[src/rtl/decoder_rr_arbiter.sv]
// Round-robin arbiter for 16 requesters sharing one resource.
// Grants are issued one-hot through a 4-to-16 decoder. A fairness
// pointer (last_idx) rotates priority past the previous owner, and a
// hold timer bounds how long any owner may keep the resource.

// 4-to-16 one-hot decoder with enable; output is all zeros when disabled.
module decoder_4to16 (
    input  logic [3:0]  sel,
    input  logic        en,
    output logic [15:0] dec
);

    // Drive exactly one bit when enabled, none otherwise.
    always_comb begin
        dec = '0;
        if (en) begin
            dec[sel] = 1'b1;
        end
    end

endmodule

// state | meaning
// ------+---------------------------------------------------------------
// IDLE  | no owner; searches req upward from last_idx+1 when ena=1
// GRANT | grant_idx owns the resource until done, abandon or timer expiry
module decoder_rr_arbiter #(
    parameter int TIMEOUT = 64
) (
    input  logic        clk,
    input  logic        rst_n,
    input  logic        ena,
    input  logic [15:0] req,
    input  logic        done,
    output logic [15:0] grant,
    output logic [3:0]  grant_idx,
    output logic        grant_valid,
    output logic        timeout
);

    // A zero TIMEOUT still needs a legal one-bit timer; it is never compared.
    localparam int TW     = (TIMEOUT > 0) ? $clog2(TIMEOUT + 1) : 1;
    localparam int TC_INT = (TIMEOUT > 0) ? (TIMEOUT - 1) : 0;
    localparam logic [TW-1:0] TC = TW'(TC_INT);

    typedef enum logic {
        IDLE  = 1'b0,
        GRANT = 1'b1
    } state_t;

    state_t        state_q;
    state_t        state_d;
    logic [3:0]    grant_idx_q;
    logic [3:0]    last_idx_q;
    logic [TW-1:0] timer_q;
    logic          timeout_q;

    logic          pick_valid;
    logic [3:0]    pick_idx;
    logic [3:0]    cand;
    logic          rel_done;
    logic          rel_abandon;
    logic          rel_timer;
    logic          release_now;

    // Rotating priority search starting just above the previous owner.
    always_comb begin
        pick_valid = 1'b0;
        pick_idx   = 4'd0;
        cand       = 4'd0;
        for (int i = 0; i < 16; i++) begin
            cand = last_idx_q + 4'd1 + 4'(i);
            if (!pick_valid && req[cand]) begin
                pick_valid = 1'b1;
                pick_idx   = cand;
            end
        end
    end

    // Release causes in priority order: done beats abandon beats timer.
    always_comb begin
        rel_done    = done;
        rel_abandon = !done && !req[grant_idx_q];
        rel_timer   = !done && req[grant_idx_q] &&
                      (TIMEOUT != 0) && (timer_q == TC);
        release_now = rel_done || rel_abandon || rel_timer;
    end

    // State register.
    always_ff @(posedge clk or negedge rst_n) begin
        if (!rst_n) begin
            state_q <= IDLE;
        end else begin
            state_q <= state_d;
        end
    end

    // Next-state logic; IDLE always lasts at least one cycle after a release.
    always_comb begin
        state_d = state_q;
        case (state_q)
            IDLE:    if (ena && pick_valid) state_d = GRANT;
            GRANT:   if (release_now)       state_d = IDLE;
            default: state_d = IDLE;
        endcase
    end

    // Owner index, fairness pointer, hold timer and timeout pulse.
    always_ff @(posedge clk or negedge rst_n) begin
        if (!rst_n) begin
            grant_idx_q <= 4'd0;
            last_idx_q  <= 4'd15;
            timer_q     <= '0;
            timeout_q   <= 1'b0;
        end else begin
            timeout_q <= 1'b0;
            if (state_q == IDLE) begin
                if (ena && pick_valid) begin
                    grant_idx_q <= pick_idx;
                    timer_q     <= '0;
                end
            end else begin
                if (release_now) begin
                    last_idx_q <= grant_idx_q;
                    timeout_q  <= rel_timer;
                end else begin
                    timer_q <= timer_q + TW'(1);
                end
            end
        end
    end

    // Outputs come only from registered state.
    always_comb begin
        grant_valid = (state_q == GRANT);
        grant_idx   = grant_idx_q;
        timeout     = timeout_q;
    end

    decoder_4to16 u_dec (
        .sel (grant_idx_q),
        .en  (grant_valid),
        .dec (grant)
    );

endmodule

[config.mk]
export PLATFORM = sky130hd
export DESIGN_NAME = decoder_rr_arbiter
export DESIGN_NICKNAME = d
export VERILOG_FILES = /design/src/rtl/decoder_rr_arbiter.sv
export SDC_FILE = /design/constraint.sdc
export NUM_CORES = 1
export LEC_CHECK = 0
export BUFFER_PORTS_ARGS = -buffer_cell sky130_fd_sc_hd__buf_2
export CORE_MARGIN = 1
export CORE_UTILIZATION = 60
export CTS_CLUSTER_SIZE = 10
export DETAILED_ROUTE_END_ITERATION = 8
export HOLD_SLACK_MARGIN = 0.12
export PLACE_DENSITY_LB_ADDON = 0.25
export SYNTH_ARGS = -nofsm -noshare
export SYNTH_HDL_FRONTEND = slang
export SYNTH_SLANG_ARGS = --single-unit
[constraint.sdc]
create_clock -name clk -period 5.25 [get_ports clk]
set_clock_uncertainty 0.1 [all_clocks]
set_input_delay 1.05 -clock clk [delete_from_list [all_inputs] [get_ports clk]]
set_output_delay 1.05 -clock clk [all_outputs]
set_load 0.05 [all_outputs]
### Word-level counts from Yosys, hierarchy flattened

Cells that the tools add are included.

* $lt $le $gt $ge: 18
* reductions and logical operators: 43
* multiplexer cells: 77
* bitwise gates (word level): 1
* $add $sub $neg: 17
* equal/unequal tests: 2

Operators with widths (number)
* < comparator 4 x 5 -> 1 bit (second input constant): 17
* binary-select mux 1 bit (select 4 bit): 17
* 2-to-1 mux 4 bit: 16
* 2-to-1 mux 1 bit: 38
* adder 4 bit (second input constant): 8
* 2-to-1 mux 7 bit: 3
* logical AND 1 bit: 20
* logical NOT 1 bit: 17
* adder 4 x 3 -> 4 bit (second input constant): 4
* 2-to-1 mux 16 bit: 1
* adder 4 x 1 -> 4 bit (second input constant): 2
* adder 4 x 2 -> 4 bit (second input constant): 2
* adder 7 x 1 -> 7 bit (second input constant): 1
* == test 7 x 6 -> 1 bit (second input constant): 1
* AND reduction 2 bit: 3
* demux 1 bit (select 4 bit): 1
* greater-or-equal comparator 4 x 1 -> 1 bit (second input constant): 1
* logical OR 1 bit: 2
* inequality test 2 bit (second input constant): 1
* case mux 1 bit (2 select lines): 1
* nonzero test 2 bit: 1
* NOT 1 bit: 1

* word-level logic and storage cells: 163
* output and inout port bits: 22
* bits of input ports: 20
* register bits after elaboration: 17

### Logic depth before layout (Yosys ltp)

Gate-level depths: netlist (run 1).

* depth after elaboration: 52
* gate-level depth with buffers: 15
* depth with buffers taken out: 14

### Cells and area by module

Synthesis (run 1) repeated with hierarchy kept, for this count alone.

* cells, all modules: 421
* area total of the unflattened synthesis: 3400.8 sq um

By module, submodules not included
* decoder_rr_arbiter: cells each 398, seq. area each 430.4 sq um, area an instance 3283.1 sq um, times used 1
* decoder_4to16: cells each 23, seq. area each 0.0 sq um, area an instance 117.6 sq um, times used 1

### Least setup slack after synthesis (run 1)

OpenSTA, ideal clock, no wires.

* kind: register to register
* start: reg last_idx_q[1]
* end: reg grant_idx_q[1] (netlist: grant_idx[1])
* period minus slack after synthesis: 4.370 ns
* library setup time: 0.138 ns
* setup slack: 0.880 ns
* path buffers: 2
* data required time: 5.012 ns
* arrival: 4.132 ns
* stages on the path, launching flop included: 16
* cells stage by stage: dfstp_2 -> ha_1 -> buf_2 -> inv_2 -> buf_1 -> ha_1 -> xor2_1 -> a22oi_1 -> xnor2_1 -> mux4_2 -> nor4_4 -> nand2_4 -> nor4b_4 -> inv_2 -> o221ai_1 -> a32oi_1

* longest elaborated chain between the ends: 51
* elaborated cells on any way between the ends: 112
* those cells by class: add/sub (16); mux (64); reduce/logical (32)

RTL lines
* from (decl): line 54 `logic [3:0] last_idx_q;`
* from (signal assigned): line 124 `last_idx_q <= grant_idx_q;`
* adder 4 x 1 -> 4 bit *: line 72 `cand = last_idx_q + 4'd1 + 4'(i);`
* parallel branches: the longest is 50 deep, another holds adder 4 x 1 -> 4 bit
* to (signal assigned): line 119 `grant_idx_q <= pick_idx;`
* to (decl): line 53 `logic [3:0] grant_idx_q;`

Mark *: on every way between the ends. The select of a mux whose other input is x is not followed.
A chain may end at the register's enable or synchronous reset.

### Final worst setup path (run 1)

Same ends and word-level chain as after synthesis.

==> impl_metrics.py, run 1 <==
metrics = {
    "synth": {
        "synth-edff-count": 0,
        "synth.distinct_cells": 68,
        "synth_ff_type": "dfrtp_1",
        "synth_top_area_share_pct": 19.8,
        "synthArstFlopShare_pct": 100,
        "synth_nets": 419,
        "syn_area_um2": 3420,
        "synth_top_cell_by_area": "mux4_2",
        "ys_top_cells_by_area": "mux4_2, dfrtp_1, mux2i_1",
        "postSynthAreaPerCell_um2": 8.71,
        "ys.warnings.count": 0,
        "syn_inst": 392,
        "ys_seq_elements": 17,
        "yosysSeqAreaShare_pct": 12.6,
    },
    "critical_path": {
        "worstRegToRegCells": 12,
        "r2r-end": "grant_idx[1]",
        "worstPathRequired_ns": 5.26,
        "end_kind": "register",
        "worst-path-max-fanout": 12,
        "regToRegSetupSlack_ns": 0.58,
        "setup.worst_path.start_class": "register",
        "arrival_ns": 4.68,
        "rr_startpoint": "last_idx_q[1]",
        "criticalPathCategory": "reg2reg",
    },
    "worst_hold_path": {
        "hold_path_class": "reg2reg",
        "worstHoldPathCells": 2,
        "hp-start": "last_idx_q[1]",
        "hold_end": "last_idx_q[1]",
    },
    "global_routing": {
        "grt_pass1_wl_mm": 16.5,
        "grt_util_all_layers_pct": 34.9,
        "grt_overflow_total": 0,
        "antenna_found_initial": 0,
        "grt_start_max_net_pins": 43,
        "grt_pass1_vias": 3151,
    },
    "cts": {
        "cts_buffer_depth": 2,
        "root_buffer": "clkbuf_8",
        "cts_max_level": 1,
        "clkSlewWorstSetupHoldPaths_ns": 0.06,
        "post-cts-setup-buffers": 0,
        "clk-insertion-delay-late_ns": 0.25,
        "cts_tree": "built",
        "cts-hold-fix-buffers": 0,
        "cts.sinks": 17,
        "cts_buffers": 3,
        "post_cts_resized": 0,
    },
    "timing": {
        "setup_viol": 0,
        "finalHoldViolations": 0,
        "period_share_pct": 89.0,
        "setup_tns_ns": 0,
        "worst_pin_slew_ns": 0.900,
        "rsz0062_at_grt": "false",
        "max_freq_mhz": 214,
        "relSlewSlack_pct": 39.7,
        "slew_violations": 0,
        "period_needed_ns": 4.67,
    },
    "layout": {
        "regArea_um2": 430,
        "final_common_cell": "nor2_1",
        "nets": 444,
        "syn_to_final_growth_pct": 6.52,
        "nFillCells": 469,
        "insertedDiodeCount": 0,
        "layout-drive-gt1-share_pct": 28.1,
        "multi_input_area_um2": 2790,
        "final_cell_mix": "nor2_1, nand2_1, buf_2, mux4_2, mux2i_1",
    },
    "drt": {
        "wirelength_mm": 10.2,
        "dr.pass1.iters": 5,
        "dr_total_vias": 3385,
        "drt-initial-drc-count": 469,
        "vias_per_cell": 6.94,
        "ant_nets": 0,
        "drt-wirelength-per-cell_um": 20.9,
        "route.detailed.drc": 0,
    },
    "placement": {
        "gp_congestion": 1.02,
        "dp_hpwl_mm": 7.90,
        "io_buffer_count": 41,
    },
    "die": {
        "initial_utilization_pct": 62.0,
        "rows": 27,
        "coreArea_um2": 5510,
        "io-pin-count": 42,
        "dieArea_um2": 6000,
        "die_w_um": 77.5,
        "die_h_um": 77.5,
    },
    "run": {
        "cap_viol_max_count": 0,
    },
    "run_status": {
        "status": "finished clean",
    },
}
==> synthesized netlist by cell type, drive strengths merged (6+ instances only) <==
cell type and number:
buf 15, mux4 30, mux2 19, dfrtp 13
inv 13, xnor2 10, ha 7, nor3 16
nand2b 11, o22ai 6, o21ai 22, nand2 44
a21oi 10, nand3 10, clkbuf 9, nor2 48
mux2i 29
==> metrics by stage <==
| step | util [%] | setup slack (ns) | hold WS, ns | instance area [um^2] | std cells |
|---|---|---|---|---|---|
| finish | 66.1 | 0.578 | 0.390 | 3640 | 488 |
| global route | 66.1 | 0.405 | 0.415 | 3640 | 488 |
| floorplan | - | 0.880 | 0.351 | 3420 | 392 |
| CTS | 66.1 | 0.674 | 0.392 | 3640 | 488 |
| global placement | 65.3 | 0.771 | 0.366 | 3590 | 484 |
| detailed placement | 65.3 | 0.697 | 0.383 | 3590 | 484 |
==> layout make-up <==
type / count / share of cell area, %
Sequential cell: 17 / 11.8
Tap cell: 72 / 2.48
Multi-Input combinational cell: 337 / 76.8
Timing Repair Buffer: 44 / 6.26
Clock buffer: 4 / 1.24
Inverter: 14 / 1.44
==> worst max-delay path by stage <==
stage,slack [ns],cells past startpoint,from,end
after detailed placement,0.70,13,last_idx_q[1],grant_idx[1]
after global routing,0.41,13,last_idx_q[1],grant_idx[1]
after floorplan,0.88,15,last_idx_q[1],grant_idx[1]
after CTS,0.67,13,last_idx_q[1],grant_idx[1]
final,0.58,12,last_idx_q[1],grant_idx[1]
after global placement,0.77,13,last_idx_q[1],grant_idx[1]
==> flip-flops by register name (all words and copies together) (netlist names) <==
signal	cells
grant_idx	4
grant_valid	1
last_idx_q	4
timeout	1
timer_q	7
==> metal layers <==
layer	routed length [um]	GRT usage [%]	part of all wire, %	up-vias
met2	4810	55.5	47	201
met3	924	4.24	9.1	27
met5	0	0	0	-
met4	227	10.0	2.2	0
met1	4240	49.6	42	1615
li1	-	-	-	1542
==> critical path, stage by stage, from the launching register on <==
cell and delay [ns]:
dfstp_2 0.55, ha_1 0.32, xnor2_4 0.24, clkinv_1 0.34
ha_1 0.35, xnor3_1 0.45, mux4_2 0.63, nand3_1 0.19
and4bb_2 0.34, nand3_1 0.18, nor2_1 0.06, o41ai_1 0.57
a32oi_1 0.19
==> cells by family (layout without fill, tap and decap cells) <==
logic type                 Yosys count  after routing  share of synthesized area [%]
buffers and inverters               38             62                           5.64
muxes                               78             78                           34.5
adders and majority gates            7              7                           2.56
AOI/OAI and AO/OA                   78             78                           16.8
and+or+nand+nor                    161            161                           23.6
DFF                                 17             17                           12.6
xor gates and xnor gates            13             13                           4.29
Power of run 1 is left out: the tool's default activity adds up to more than one toggle a clock period on the data nets, which glitch-free logic cannot reach.
==> run 2: changes to the inputs <==
--- a/config.mk
+++ b/config.mk
@@ -15,3 +15,4 @@
 export SYNTH_ARGS = -nofsm -noshare
 export SYNTH_HDL_FRONTEND = slang
 export SYNTH_SLANG_ARGS = --single-unit
+export TNS_END_PERCENT = 5
==> constraint.sdc (replaced) <==
create_clock -name clk -period 5.25 [get_ports clk]
set_clock_uncertainty 0.1 [all_clocks]
set_input_delay 0.525 -clock clk [delete_from_list [all_inputs] [get_ports clk]]
set_output_delay 0.525 -clock clk [all_outputs]
set_load 0.05 [all_outputs]
==> run 2 against run 1 <==
Compared with the run above: worst setup slack improved by 0.014 ns; non-clock buffer count rose by 1; maximum frequency rose by 0.30%; clock-buffer cell count did not move; first-iteration DRC count fell by 6.4%; utilization rose by 0.18 points; critical endpoint unchanged.
==> impl_metrics.py, run 2 (same netlist as run 1, synthesis figures left out) <==
metrics = {
    "run_status": {
        "status": "finished clean",
    },
    "placement": {
        "io_buffer_count": 41,
        "dp_hpwl_mm": 7.90,
        "dpl_cell_area_um2": 3590,
        "dp.cells": 484,
        "pre_cts_slack_ns": 0.697,
        "gp_congestion": 1.02,
    },
    "critical_path": {
        "end_kind": "register",
        "crit_path_frequent_cell": "ha_1",
        "setup.worst_path.start_class": "register",
        "max_stage_delay_ns": 0.63,
        "cp_slowest_cell": "mux4_2",
        "worstPathRequired_ns": 5.32,
        "arrival_ns": 4.72,
        "path_cells": "ha_1, xnor2_4, clkinv_1, ha_1, xnor3_1, mux4_2, nand3_1, and4bb_2, nand2_4, nor2_1, a21oi_2, o221ai_1, a32oi_1",
        "worst-path-max-fanout": 12,
        "critPathBufInv": 1,
        "criticalPathCategory": "reg2reg",
        "cpLargestDelayFamily": "compound AO/OA/AOI/OAI gates",
    },
    "layout": {
        "syn_to_final_growth_pct": 6.81,
        "insertedDiodeCount": 0,
        "layout-drive-gt1-share_pct": 28.1,
        "final_area_um2": 3650,
        "largest_reg_flops": 7,
        "nets": 445,
        "final_common_cell": "nor2_1",
        "final_cell_count_no_fill": 489,
        "final_cell_mix": "nor2_1, nand2_1, buf_2, mux4_2, mux2i_1",
        "nFillCells": 466,
        "top_register": "timer_q",
    },
    "drt": {
        "vias_per_cell": 7.05,
        "ant_nets": 0,
        "route.detailed.drc": 0,
        "dr_total_vias": 3448,
        "wirelength_mm": 10.2,
        "dr.pass1.iters": 7,
        "drt-initial-drc-count": 439,
        "drt-wirelength-per-cell_um": 20.9,
    },
    "global_routing": {
        "grt_overflow_total": 0,
        "grt_util_all_layers_pct": 34.9,
        "grt_pass1_wl_mm": 16.5,
        "grt_start_max_net_pins": 43,
        "antenna_found_initial": 0,
        "grt_pass1_vias": 3151,
    },
    "timing": {
        "setup_slack_ns": 0.592,
        "max_freq_mhz": 215,
        "period_needed_ns": 4.66,
        "setup_viol": 0,
        "rsz0062_at_grt": "false",
        "slew_violations": 0,
        "relSlewSlack_pct": 39.5,
        "period_share_pct": 88.7,
        "worst_pin_slew_ns": 0.904,
        "setup_tns_ns": 0,
        "finalHoldViolations": 0,
    },
    "die": {
        "die_w_um": 77.5,
        "coreArea_um2": 5510,
        "rows": 27,
        "io-pin-count": 42,
        "dieArea_um2": 6000,
        "initial_utilization_pct": 62.0,
        "die_h_um": 77.5,
    },
    "cts": {
        "post_cts_resized": 0,
        "cts.sinks": 17,
        "cts_buffers": 3,
        "cts_max_level": 1,
        "clkSlewWorstSetupHoldPaths_ns": 0.06,
        "cts_tree": "built",
        "clk-insertion-delay-late_ns": 0.25,
        "cts_buffer_depth": 2,
        "root_buffer": "clkbuf_8",
    },
    "worst_hold_path": {
        "hold_path_class": "reg2reg",
    },
    "run": {
        "cap_viol_max_count": 0,
    },
}
-- run 2: cell types whose count changed in the layout (fill, tap and decap cells not counted), sizes merged --
| cell | change |
|---|---|
| dlygate4sd3 | +1 |
-- run 2: tightest hold or removal path: cells and delay by family, from the launching register on --
kind | cells | cell delay (ns)
AND/OR/NAND/NOR | 2 | 0.11
flip-flops | 1 | 0.38
-- run 2: path summary, 6_finish.rpt --
| check | slack (ns) | end | start | cells after the start |
|---|---|---|---|---|
| worst max-delay path | 0.59 | grant_idx[1] | last_idx_q[1] | 13 |
| worst min register to register | 0.39 | last_idx_q[1] | last_idx_q[1] | 2 |
| max in group asynchronous | 4.12 | last_idx_q[2] | rst_n | 2 |
| worst max register to register | 0.59 | grant_idx[1] | last_idx_q[1] | 13 |
| min in group asynchronous | 0.62 | timeout | rst_n | 2 |
| worst min-delay path | 0.39 | last_idx_q[1] | last_idx_q[1] | 2 |
-- run 2: what timing repair did --
| item | 4_1_cts | 5_1_grt |
|---|---|---|
| hold buffers | 1 | 0 |
| setup buffers | 0 | 0 |
| endpoints found under the hold margin | 13 | 0 |
-- run 2: metal layers --
layer	GRT usage, %	part of all wire [%]	vias to the layer above
met3	4.24	9.7	35
met5	0	0	-
li1	-	-	1549
met1	49.6	41	1605
met2	55.5	46	259
met4	10.0	2.6	0
-- run 2: through the flow --
step                utilization, %  hold WS [ns]
floorplan                        -         0.129
global placement              65.3         0.359
detailed placement            65.3         0.358
CTS                           66.3         0.392
global route                  66.3         0.415
finish                        66.3         0.393
-- run 2: layout make-up --
type                    count  area, um^2  area share (%)
repair buffers             45         238            6.52
flip-flops and latches     17         430            11.8
well taps                  72        90.1            2.47
inverters                  14        52.6            1.44
clock buffers               4        45.0            1.23
multi-input cells         337        2790            76.5
Power of run 2 is left out for the same reason.
